File: src/rtl/mips32_mem_dump.sv
// Read-back engine for the pipe_MIPS32 data memory: once the core halts, it walks a
// word range through a synchronous read port and streams (address, data) beats out.
module mips32_mem_dump #(
   parameter int unsigned ADDR_W = 10,
   parameter int unsigned DATA_W = 32
) (
   input  logic              clk1,
   input  logic              rst_n,
   input  logic              start,
   input  logic [ADDR_W-1:0] base_addr,
   input  logic [ADDR_W:0]   count,
   input  logic              halted,
   output logic              mem_rd_en,
   output logic [ADDR_W-1:0] mem_addr,
   input  logic [DATA_W-1:0] mem_rd_data,
   output logic              out_valid,
   input  logic              out_ready,
   output logic [ADDR_W-1:0] out_addr,
   output logic [DATA_W-1:0] out_data,
   output logic              out_last,
   output logic              busy,
   output logic              done
);

   typedef enum logic [2:0] {
      S_IDLE,
      S_WAIT_HALT,
      S_READ,
      S_CAPT,
      S_HOLD,
      S_FIN
   } state_t;

   state_t            r_state;
   logic [ADDR_W-1:0] r_cur_addr;
   logic [ADDR_W:0]   r_remaining;
   logic [ADDR_W-1:0] w_next_addr;

   // Natural overflow gives the modulo-2^ADDR_W address wrap.
   assign w_next_addr = r_cur_addr + ADDR_W'(1);

   always_ff @(posedge clk1) begin
      if (!rst_n) begin
         r_state     <= S_IDLE;
         r_cur_addr  <= '0;
         r_remaining <= '0;
         mem_rd_en   <= 1'b0;
         mem_addr    <= '0;
         out_valid   <= 1'b0;
         out_addr    <= '0;
         out_data    <= '0;
         out_last    <= 1'b0;
         busy        <= 1'b0;
         done        <= 1'b0;
      end else begin
         case (r_state)
            S_IDLE: begin
               if (start) begin
                  busy <= 1'b1;
                  if (count == '0) begin
                     done    <= 1'b1;
                     r_state <= S_FIN;
                  end else begin
                     r_cur_addr  <= base_addr;
                     r_remaining <= count;
                     r_state     <= S_WAIT_HALT;
                  end
               end
            end
            S_WAIT_HALT: begin
               if (halted) begin
                  mem_rd_en <= 1'b1;
                  mem_addr  <= r_cur_addr;
                  r_state   <= S_READ;
               end
            end
            S_READ: begin
               mem_rd_en <= 1'b0;
               r_state   <= S_CAPT;
            end
            S_CAPT: begin
               // Read data is valid this cycle; capture it so the beat is fully registered.
               out_data  <= mem_rd_data;
               out_addr  <= r_cur_addr;
               out_last  <= (r_remaining == (ADDR_W+1)'(1));
               out_valid <= 1'b1;
               r_state   <= S_HOLD;
            end
            S_HOLD: begin
               if (out_ready) begin
                  out_valid <= 1'b0;
                  out_last  <= 1'b0;
                  if (out_last) begin
                     done    <= 1'b1;
                     r_state <= S_FIN;
                  end else begin
                     r_remaining <= r_remaining - (ADDR_W+1)'(1);
                     r_cur_addr  <= w_next_addr;
                     mem_rd_en   <= 1'b1;
                     mem_addr    <= w_next_addr;
                     r_state     <= S_READ;
                  end
               end
            end
            S_FIN: begin
               done    <= 1'b0;
               busy    <= 1'b0;
               r_state <= S_IDLE;
            end
            default: begin
               r_state   <= S_IDLE;
               mem_rd_en <= 1'b0;
               out_valid <= 1'b0;
               out_last  <= 1'b0;
               busy      <= 1'b0;
               done      <= 1'b0;
            end
         endcase
      end
   end

endmodule

File: config.mk
export PLATFORM = sky130hd
export DESIGN_NAME = mips32_mem_dump
export DESIGN_NICKNAME = d
export VERILOG_FILES = /design/src/rtl/mips32_mem_dump.sv
export SDC_FILE = /design/constraint.sdc
export NUM_CORES = 1
export LEC_CHECK = 0
export ABC_CLOCK_PERIOD_IN_PS = 3900
export BUFFER_PORTS_ARGS = -buffer_cell sky130_fd_sc_hd__buf_4
export CORE_UTILIZATION = 30
export DETAILED_ROUTE_END_ITERATION = 8
export PLACE_DENSITY = 0.61
export SYNTH_ARGS = -nofsm -noshare
export SYNTH_HDL_FRONTEND = slang
export SYNTH_SLANG_ARGS = --single-unit
File: constraint.sdc
create_clock -name clk1 -period 3.9 [get_ports clk1]
set_clock_uncertainty 0.2 [all_clocks]
set_input_delay 0.585 -clock clk1 [delete_from_list [all_inputs] [get_ports clk1]]
set_output_delay 0.585 -clock clk1 [all_outputs]
set_load 0.02 [all_outputs]
==> flow_metrics.tcl, run 1 <==
set metrics [dict create \
    hold_slack_ns 0.253 \
    r2r_slack_ns 1.31 \
    met2_length_mm 5.47 \
    syn_nets 540 \
    track_usage_pct 17.0 \
    grt_max_degree 45 \
    async_flop_share_pct 0 \
    holdBufCountCts 0 \
    fmax_ghz 0.385 \
    setup_viol 0 \
    syn_to_final_growth_pct 33.7 \
    comb_power_share_pct 14.1 \
    ys.flop_type "dfxtp_1" \
    dr_total_vias 3864 \
    outcome "finished clean" \
    clkPwrFrac_pct 41.3 \
    grt_pass1_wl_mm 17.4 \
    ys_types 56 \
    synth_cells 479 \
    cts_tree "done" \
    ys_seq_elements 81 \
    placed_area_sq_um 4750 \
    rsz0062_at_grt "no" \
    power.density_nw_per_um2 408 \
    initial_utilization_pct 31.2 \
    drive_above_1_share_pct 25.6 \
    final_nets 632 \
    first_global_vias 3506 \
    p_int_mw 1.53 \
    cts_inserted_buffers 9 \
    drtPass1Iterations 4 \
    maxCapViolCount 0 \
    regToRegEndpoint "r_cur_addr[5]$_SDFFE_PN0P_" \
    clockBufferDepth 2 \
    diodes 0 \
    cp-start-kind "flip-flop" \
    synth_top_area_share_pct 43.0 \
    num_rows 40 \
    dp_hpwl_mm 7.63 \
    min_path_type "flip-flop to flip-flop" \
    layout_min_cycle_time_ns 2.59 \
    slew_headroom_pct 43.4 \
    wl_met1_mm 5.00 \
    worst_ep_arrival_time_ns 2.63 \
    drtIter0Drc 181 \
    post-route-cell-area_sq_um 5040 \
    ios 115 \
    path_clk_slew_ns 0.06 \
    core-area_sq_um 12100 \
    synth.area.top_cells "dfxtp_1, nand2_1, a21oi_1" \
    cts_setup_buffers 0 \
    fillCellCount 1258 \
    worstMarginPinSlew_ns 0.847 \
    routed_via_density 5.20 \
    syn_avg_cell_area_sq_um 7.88 \
    fin_setup_tns_ns 0 \
    p_switching_uw 533 \
    ant_nets 0 \
    crit_end "r_cur_addr[5]$_SDFFE_PN0P_" \
    leakagePower_nw 1.99 \
    reg2reg_from "r_state[0]$_SDFFE_PN0P_" \
    hold_viol 0 \
    antenna_found_initial 0 \
    crit_type "flip-flop to flip-flop" \
    syn_area_sq_um 3770 \
    dr_wl_met3_um 563 \
    synth_edf_count 0 \
    yosysWarnings 0 \
    swShare_pct 25.9 \
    die_y_um 114 \
    startpoint "r_state[0]$_SDFFE_PN0P_" \
    rr_worst_depth 4 \
    gr-total-overflow 0 \
    h-tree-depth 3 \
    final_max_slew_viol_count 0 \
    clk_latency_ns 0.34 \
    cts_resized 0 \
    p_seq_share_pct 44.6 \
    drc 0 \
    cts-root-buf "clkbuf_16" \
    routed.top_layer "met4" \
    die_area_sq_um 13000 \
    worstPathRequired_ns 3.93 \
    synth_largest_area_cell "dfxtp_1" \
    die_x_um 114 \
    clock-sinks 81 \
    routedWlPerCell_um 15.0 \
    final_util_pct 41.7 \
    routabilityCongestion 0.799 \
    drt-total-wl_mm 11.1 \
    ir_worst_vdd_mv 0.284 \
    port_buffers 114 \
    cp-end-kind "flip-flop" \
    synth_seq_area_share_pct 43.0 \
    fin_crit_sh_pct 66.5 \
    critPathMaxFanout 18 \
]
[worst max-delay path, stage by stage, from the launching register on]
cell	delay (ns)
dfxtp_1	0.50
nor2_1	0.51
o21a_1	0.45
nand2_1	0.42
o221a_2	0.41
[cell families (layout without fill, tap and decap cells)]
| kind of cell | count (synthesis) | count (layout) | share of synthesized area (%) |
|---|---|---|---|
| AOI/OAI and AO/OA | 149 | 149 | 26.1 |
| xor gates and xnor gates | 8 | 8 | 1.86 |
| adders and majority gates | 3 | 3 | 0.995 |
| buffers and inverters | 48 | 144 | 4.94 |
| DFF | 81 | 81 | 43.0 |
| muxes | 1 | 1 | 0.265 |
| and+or+nand+nor | 189 | 189 | 22.9 |
[synthesized netlist by cell type (all sizes together) (4+ instances only)]
cell,count
a211oi,6
and3,5
o21ai,14
nand4,4
nand2,108
a21oi,61
nor2,26
nor3,11
nand2b,4
clkbuf,35
dfxtp,81
a311oi,4
nor4,6
xnor2,6
buf,7
a31oi,6
o311ai,7
inv,6
nand3,4
o31ai,11
a2bb2oi,4
[routing by layer]
layer	GRT usage, %	up-vias
li1	-	1910
met1	21.3	1846
met2	28.8	102
met3	4.45	6
met4	4.59	0
met5	0	-
[placed cells by master, fill, tap and decap left out, drive strengths merged, types with 5 or more instances in the layout]
cell type / instances
clkbuf: 12
buf: 123
a211oi: 6
o311ai: 7
a21oi: 61
nor4: 6
nor3: 11
dfxtp: 81
and3: 5
a31oi: 6
o21ai: 14
nand2: 108
inv: 6
nor2: 26
o31ai: 11
xnor2: 6
[power by group through the flow]
stage / Clock (mW) / Sequential [mW] / Combinational, mW
after floorplan: 0 / 0.933 / 0.165
after global placement: 0 / 0.932 / 0.287
after detailed placement: 0 / 0.934 / 0.290
after CTS: 0.878 / 0.916 / 0.291
after global routing: 0.905 / 0.923 / 0.319
final: 0.851 / 0.917 / 0.290
[area by class of cell]
| cell class | instances | area (sq um) | share of cell area [%] |
|---|---|---|---|
| clock buffers | 12 | 256 | 5.08 |
| clock inverters | 3 | 40.0 | 0.794 |
| inverters | 6 | 22.5 | 0.446 |
| multi-input cells | 350 | 1970 | 39.1 |
| flip-flops and latches | 81 | 1620 | 32.1 |
| well taps | 168 | 210 | 4.17 |
| repair buffers | 123 | 923 | 18.3 |
[stage by stage]
| stage | setup slack [ns] | power [mW] | instances |
|---|---|---|---|
| 6_report | 1.31 | 2.06 | 743 |
| 5_1_grt | 1.10 | 2.15 | 743 |
| 4_1_cts | 1.33 | 2.08 | 743 |
| 3_5_place_dp | 1.08 | 1.22 | 728 |
| 3_3_place_gp | 1.13 | 1.22 | 728 |
| 2_1_floorplan | 1.73 | 1.10 | 479 |
[state kept, by name, summed over array words and instances, names as in the netlist]
register / flops
out_data: 32
out_last: 1
mem_rd_en: 1
out_valid: 1
mem_addr: 10
r_cur_addr: 10
r_remaining: 11
r_state: 3
done: 1
busy: 1
out_addr: 10
[how the worst min path moves through the flow]
stage	from	slack [ns]	endpoint	depth (start not counted)
3_3_place_gp	out_data[6]$_SDFFE_PN0P_	0.24	out_data[6]$_SDFFE_PN0P_	2
5_1_grt	out_data[9]$_SDFFE_PN0P_	0.27	out_data[9]$_SDFFE_PN0P_	2
6_report	out_data[30]$_SDFFE_PN0P_	0.25	out_data[30]$_SDFFE_PN0P_	2
2_1_floorplan	r_remaining[10]$_SDFFE_PN0P_	0.24	r_remaining[10]$_SDFFE_PN0P_	2
4_1_cts	out_addr[9]$_SDFFE_PN0P_	0.26	out_addr[9]$_SDFFE_PN0P_	2
3_5_place_dp	out_data[20]$_SDFFE_PN0P_	0.25	out_data[20]$_SDFFE_PN0P_	2
(Power assumes the default switching activity.)
==> run 2: changes to the inputs <==
--- a/config.mk
+++ b/config.mk
@@ -5,11 +5,11 @@
 export SDC_FILE = /design/constraint.sdc
 export NUM_CORES = 1
 export LEC_CHECK = 0
-export ABC_CLOCK_PERIOD_IN_PS = 3900
+export ABC_CLOCK_PERIOD_IN_PS = 2250
 export BUFFER_PORTS_ARGS = -buffer_cell sky130_fd_sc_hd__buf_4
 export CORE_UTILIZATION = 30
 export DETAILED_ROUTE_END_ITERATION = 8
-export PLACE_DENSITY = 0.61
+export PLACE_DENSITY = 0.63
 export SYNTH_ARGS = -nofsm -noshare
 export SYNTH_HDL_FRONTEND = slang
 export SYNTH_SLANG_ARGS = --single-unit
==> constraint.sdc (replaced) <==
create_clock -name clk1 -period 2.25 [get_ports clk1]
set_clock_uncertainty 0.2 [all_clocks]
set_input_delay 0.3375 -clock clk1 [delete_from_list [all_inputs] [get_ports clk1]]
set_output_delay 0.3375 -clock clk1 [all_outputs]
set_load 0.02 [all_outputs]
==> run 2 against run 1 <==
Effect of this change:
- clock-buffer cell count shrank 2
- power grew 80%
- sequential share of layout area shrank 1.3 points
- setup slack lost 1.2 ns
- via count grew 2.3%
- sequential cell count is the same
==> flow_metrics.tcl, run 2 (same netlist as run 1, synthesis figures left out) <==
set metrics [dict create \
    track_usage_pct 17.5 \
    die_area_sq_um 13000 \
    critical-path-top-delay-family "simple AND/OR/NAND/NOR gates" \
    power.density_nw_per_um2 705 \
    cts_inserted_buffers 9 \
    maxCapViolCount 0 \
    regMostFlops "out_data" \
    worstMarginPinSlew_ns 0.576 \
    clockBufferDepth 2 \
    clkPwrFrac_pct 42.3 \
    largest_register_ff_count 32 \
    ios 115 \
    syn_to_final_growth_pct 39.4 \
    critPathMaxFanout 6 \
    outcome "finished clean" \
    fillCellCount 1242 \
    clk_latency_ns 0.34 \
    crit_chain "inv_1 -> ha_2 -> or4b_2 -> o31ai_2 -> and3_1 -> o32ai_1" \
    drive_above_1_share_pct 28.6 \
    setup_viol 0 \
    p_seq_share_pct 42.4 \
    initial_utilization_pct 31.2 \
    critPathMaxStageDelay_ns 0.63 \
    comb_power_share_pct 15.3 \
    worstPathRequired_ns 2.26 \
    h-tree-depth 3 \
    whs_path_depth 3 \
    hold_slack_ns 0.0481 \
    dr_total_vias 3954 \
    hold_viol 0 \
    min_path_type "input pin to flip-flop" \
    routed_via_density 5.19 \
    final_nets 651 \
    p_int_mw 2.76 \
    ir_worst_vdd_mv 0.351 \
    worst_ep_arrival_time_ns 2.13 \
    diodes 0 \
    path_clk_slew_ns 0.06 \
    antenna_found_initial 0 \
    num_rows 40 \
    drt-total-wl_mm 11.1 \
    cp_slowest_cell "or4b_2" \
    port_buffers 114 \
    fmax_ghz 0.470 \
    layout_min_cycle_time_ns 2.13 \
    drtPass1Iterations 5 \
    grt_pass1_wl_mm 18.2 \
    core-area_sq_um 12100 \
    swShare_pct 25.5 \
    die_x_um 114 \
    cp-start-kind "flip-flop" \
    routedWlPerCell_um 14.6 \
    slew_headroom_pct 61.5 \
    p_switching_uw 946 \
    leakagePower_nw 2.10 \
    rr_worst_depth 6 \
    routabilityCongestion 0.827 \
    gr-total-overflow 0 \
    fin_setup_tns_ns 0 \
    drtIter0Drc 199 \
    cts_tree "done" \
    cts-root-buf "clkbuf_16" \
    ant_nets 0 \
    crit_cells 6 \
    clock-sinks 81 \
    top_regs "out_data: 32 flops, r_remaining: 11 flops" \
    dp_hpwl_mm 7.90 \
    rsz0062_at_grt "no" \
    die_y_um 114 \
    first_global_vias 3648 \
    crit_type "flip-flop to flip-flop" \
    final_common_cell "buf_4" \
    grt_max_degree 43 \
    path_buf_inv 1 \
    cp-end-kind "flip-flop" \
    drc 0 \
    fin_crit_sh_pct 94.5 \
    final_max_slew_viol_count 0 \
    final_cell_mix "buf_4, nand2_1, dfxtp_1" \
]
[run 2: stage by stage]
step / area [sq um] / std cells / total power [mW] / setup WS [ns] / util [%]
floorplan: 3770 / 479 / 1.90 / 0.129 / -
global placement: 4930 / 747 / 2.15 / 0.143 / 40.7
detailed placement: 4930 / 747 / 2.16 / 0.104 / 40.7
CTS: 5250 / 762 / 3.75 / 0.106 / 43.3
global route: 5260 / 762 / 3.88 / 0.0108 / 43.4
finish: 5260 / 762 / 3.71 / 0.124 / 43.4
[run 2: tightest hold or removal path, stage by stage]
cell	delay, ns
buf_4	0.10
nand2_1	0.04
a21oi_1	0.05
[run 2: power groups by stage]
stage	clock network (mW)	logic, mW	registers [mW]
floorplan	0	0.285	1.62
global placement	0	0.556	1.60
detailed placement	0	0.563	1.60
CTS	1.62	0.564	1.57
global route	1.67	0.623	1.58
finish	1.57	0.568	1.57
[run 2: layout make-up]
| class | count | area (sq um) | area share [%] |
|---|---|---|---|
| inverter | 6 | 22.5 | 0.428 |
| clock inverter | 5 | 80.1 | 1.52 |
| multi-input combinational | 350 | 1980 | 37.7 |
| tap | 168 | 210 | 4.00 |
| clock buffer | 10 | 239 | 4.54 |
| timing repair buffer | 142 | 1100 | 21.0 |
| sequential | 81 | 1620 | 30.8 |
[run 2: metal layers]
| layer | vias to the layer above | GRT usage, % | share of wire (%) |
|---|---|---|---|
| li1 | 1933 | - | - |
| met1 | 1867 | 22.7 | 45 |
| met2 | 139 | 28.7 | 48 |
| met3 | 15 | 3.71 | 5.3 |
| met4 | 0 | 6.49 | 1.5 |
| met5 | - | 0 | 0 |
[run 2: timing repair]
action,in CTS,in global routing
endpoints found under the hold margin,0,0
setup buffers,0,0
resized for setup,0,3
setup endpoints to repair,0,2
hold buffers,0,0
[run 2: path summary, 6_finish.rpt]
check	from	to	slack, ns
worst max-delay path	r_remaining[0]$_SDFFE_PN0P_	r_remaining[10]$_SDFFE_PN0P_	0.12
worst min-delay path	mem_rd_data[27]	out_data[27]$_SDFFE_PN0P_	0.05
worst max register to register	r_remaining[0]$_SDFFE_PN0P_	r_remaining[10]$_SDFFE_PN0P_	0.12
worst min register to register	out_data[15]$_SDFFE_PN0P_	out_data[15]$_SDFFE_PN0P_	0.25
==> run 3: changes to the inputs <==
--- a/config.mk
+++ b/config.mk
@@ -5,11 +5,12 @@
 export SDC_FILE = /design/constraint.sdc
 export NUM_CORES = 1
 export LEC_CHECK = 0
+export ABC_AREA = 1
 export ABC_CLOCK_PERIOD_IN_PS = 2250
 export BUFFER_PORTS_ARGS = -buffer_cell sky130_fd_sc_hd__buf_4
 export CORE_UTILIZATION = 30
 export DETAILED_ROUTE_END_ITERATION = 8
-export PLACE_DENSITY = 0.63
+export PLACE_DENSITY = 0.64
 export SYNTH_ARGS = -nofsm -noshare
 export SYNTH_HDL_FRONTEND = slang
 export SYNTH_SLANG_ARGS = --single-unit
==> run 3 against run 2 <==
Effect of this change:
- synthesized cell count is 15% higher
- via count shrank 2.6%
- clock-buffer cell count stayed put
- critical path depth up 2
- highest routed layer unchanged
==> flow_metrics.tcl, run 3 <==
set metrics [dict create \
    regMostFlops "out_data" \
    syn_area_sq_um 3660 \
    power.density_nw_per_um2 882 \
    cp-start-kind "flip-flop" \
    path_clk_slew_ns 0.06 \
    synth_edf_count 0 \
    routabilityCongestion 0.873 \
    min_path_type "input pin to flip-flop" \
    dr_total_vias 3852 \
    num_rows 39 \
    cts_setup_buffers 0 \
    crit_chain "ha_1 -> nand3_1 -> nor2_1 -> nand2_1 -> o21ai_0 -> a21oi_1 -> nor2_1 -> nor2_1" \
    h-tree-depth 3 \
    final_common_cell "nor2_1" \
    fillCellCount 1212 \
    ys_seq_elements 81 \
    port_buffers 114 \
    fin_setup_tns_ns 0 \
    clock-sinks 81 \
    drtIter0Drc 207 \
    top_regs "out_data: 32 flops, r_remaining: 11 flops" \
    cts_tree "done" \
    rsz0062_at_grt "no" \
    grt_max_degree 33 \
    cts_inserted_buffers 9 \
    cts_resized 0 \
    critical-path-top-delay-family "simple AND/OR/NAND/NOR gates" \
    diodes 0 \
    cp-end-kind "flip-flop" \
    largest_register_ff_count 32 \
    die_area_sq_um 12600 \
    hold_viol 0 \
    antenna_found_initial 0 \
    critPathMaxFanout 5 \
    clk_latency_ns 0.33 \
    clockBufferDepth 2 \
    routedWlPerCell_um 13.2 \
    fmax_ghz 0.546 \
    setup_viol 0 \
    slew_headroom_pct 66.3 \
    synth_most_common_cell "nor2_1" \
    ys.flop_type "dfxtp_1" \
    ios 115 \
    crit_type "flip-flop to flip-flop" \
    cp_slowest_cell "dfxtp_1" \
    synth_top_area_share_pct 44.3 \
    holdBufCountCts 0 \
    leakagePower_nw 2.43 \
    layout_min_cycle_time_ns 1.83 \
    critPathMaxStageDelay_ns 0.42 \
    p_total_mw 4.37 \
    worstMarginPinSlew_ns 0.506 \
    gr-total-overflow 0 \
    synth_seq_area_share_pct 44.3 \
    grt_pass1_wl_mm 17.9 \
    dp_hpwl_mm 7.64 \
    core-area_sq_um 11700 \
    synth_largest_area_cell "dfxtp_1" \
    initial_utilization_pct 31.4 \
    synth.area.top_cells "dfxtp_1, nor2_1, nand2_1" \
    cp_common_cell "nor2_1" \
    ys_top_cells_by_count "nor2_1, nand2_1, dfxtp_1" \
    die_x_um 112 \
    maxCapViolCount 0 \
    async_flop_share_pct 0 \
    drtPass1Iterations 5 \
    final_max_slew_viol_count 0 \
    routed_via_density 4.79 \
    drc 0 \
    final_util_pct 42.5 \
    drt-total-wl_mm 10.7 \
    die_y_um 112 \
    final_nets 718 \
    drive_above_1_share_pct 23.3 \
    fin_crit_sh_pct 81.3 \
    syn_nets 611 \
    worst_ep_arrival_time_ns 1.85 \
    first_global_vias 3814 \
    ir_worst_vdd_mv 0.310 \
    syn_to_final_growth_pct 35.4 \
    worstPathRequired_ns 2.27 \
    ys_types 23 \
    final_cell_mix "nor2_1, buf_4, nand2_1" \
    cts-root-buf "clkbuf_16" \
    syn_avg_cell_area_sq_um 6.66 \
    path_buf_inv 0 \
    hold_slack_ns 0.0295 \
    outcome "finished clean" \
    ant_nets 0 \
    track_usage_pct 17.4 \
    synth_cells 550 \
    yosysWarnings 0 \
]
run 3: area by class of cell:
class	count	area [sq um]	share of cell area (%)
well taps	143	179	3.61
repair buffers	123	923	18.6
inverters	38	143	2.88
flip-flops and latches	81	1620	32.7
clock inverters	6	82.6	1.67
multi-input cells	404	1780	35.9
clock buffers	10	229	4.62
run 3: kinds of logic after synthesis:
logic type | count (synthesis) | synth area share, %
flip-flops | 81 | 44.3
XOR/XNOR | 1 | 0.239
adder cells (fa/ha/maj) | 3 | 1.03
buffers and inverters | 65 | 7.18
AND/OR/NAND/NOR | 280 | 30.9
AO/OA/AOI/OAI | 120 | 16.4
run 3: power breakdown:
part	switching, mW	leakage (nW)	internal (mW)
sequential	0.135	0.661	1.60
clock	0.585	0.152	0.967
combinational	0.665	1.61	0.415
total	1.39	2.43	2.99
run 3: metrics by stage:
stage,worst slack (ns),instance area [sq um],cells
after floorplan,0.662,3660,550
after global placement,0.409,4650,789
after detailed placement,0.367,4650,789
after CTS,0.421,4960,805
after global routing,0.186,4960,805
final,0.420,4960,805
run 3: final timing paths:
path                                                 start                         end  slack (ns)  cells after the start
worst max-delay path            r_cur_addr[1]$_SDFFE_PN0P_  r_cur_addr[8]$_SDFFE_PN0P_        0.42                      8
worst max register to register  r_cur_addr[1]$_SDFFE_PN0P_  r_cur_addr[8]$_SDFFE_PN0P_        0.42                      8
worst min-delay path                       mem_rd_data[11]   out_data[11]$_SDFFE_PN0P_        0.03                      3
worst min register to register      out_valid$_SDFFE_PN0P_      out_valid$_SDFFE_PN0P_        0.27                      2
run 3: layer usage:
layer,vias up,wire length (um),share of wire [%],GRT usage (%)
li1,1974,-,-,-
met1,1712,4630,43,21.6
met2,150,4830,45,28.4
met3,16,1000,9.4,5.29
met4,0,185,1.7,6.93
met5,-,0,0,0
run 3: worst reg2reg max path, cell delays in order, from the launching register on:
cell and delay (ns):
dfxtp_1 0.42, ha_1 0.23, nand3_1 0.11, nor2_1 0.28, nand2_1 0.11, o21ai_0 0.16
a21oi_1 0.08, nor2_1 0.10, nor2_1 0.05
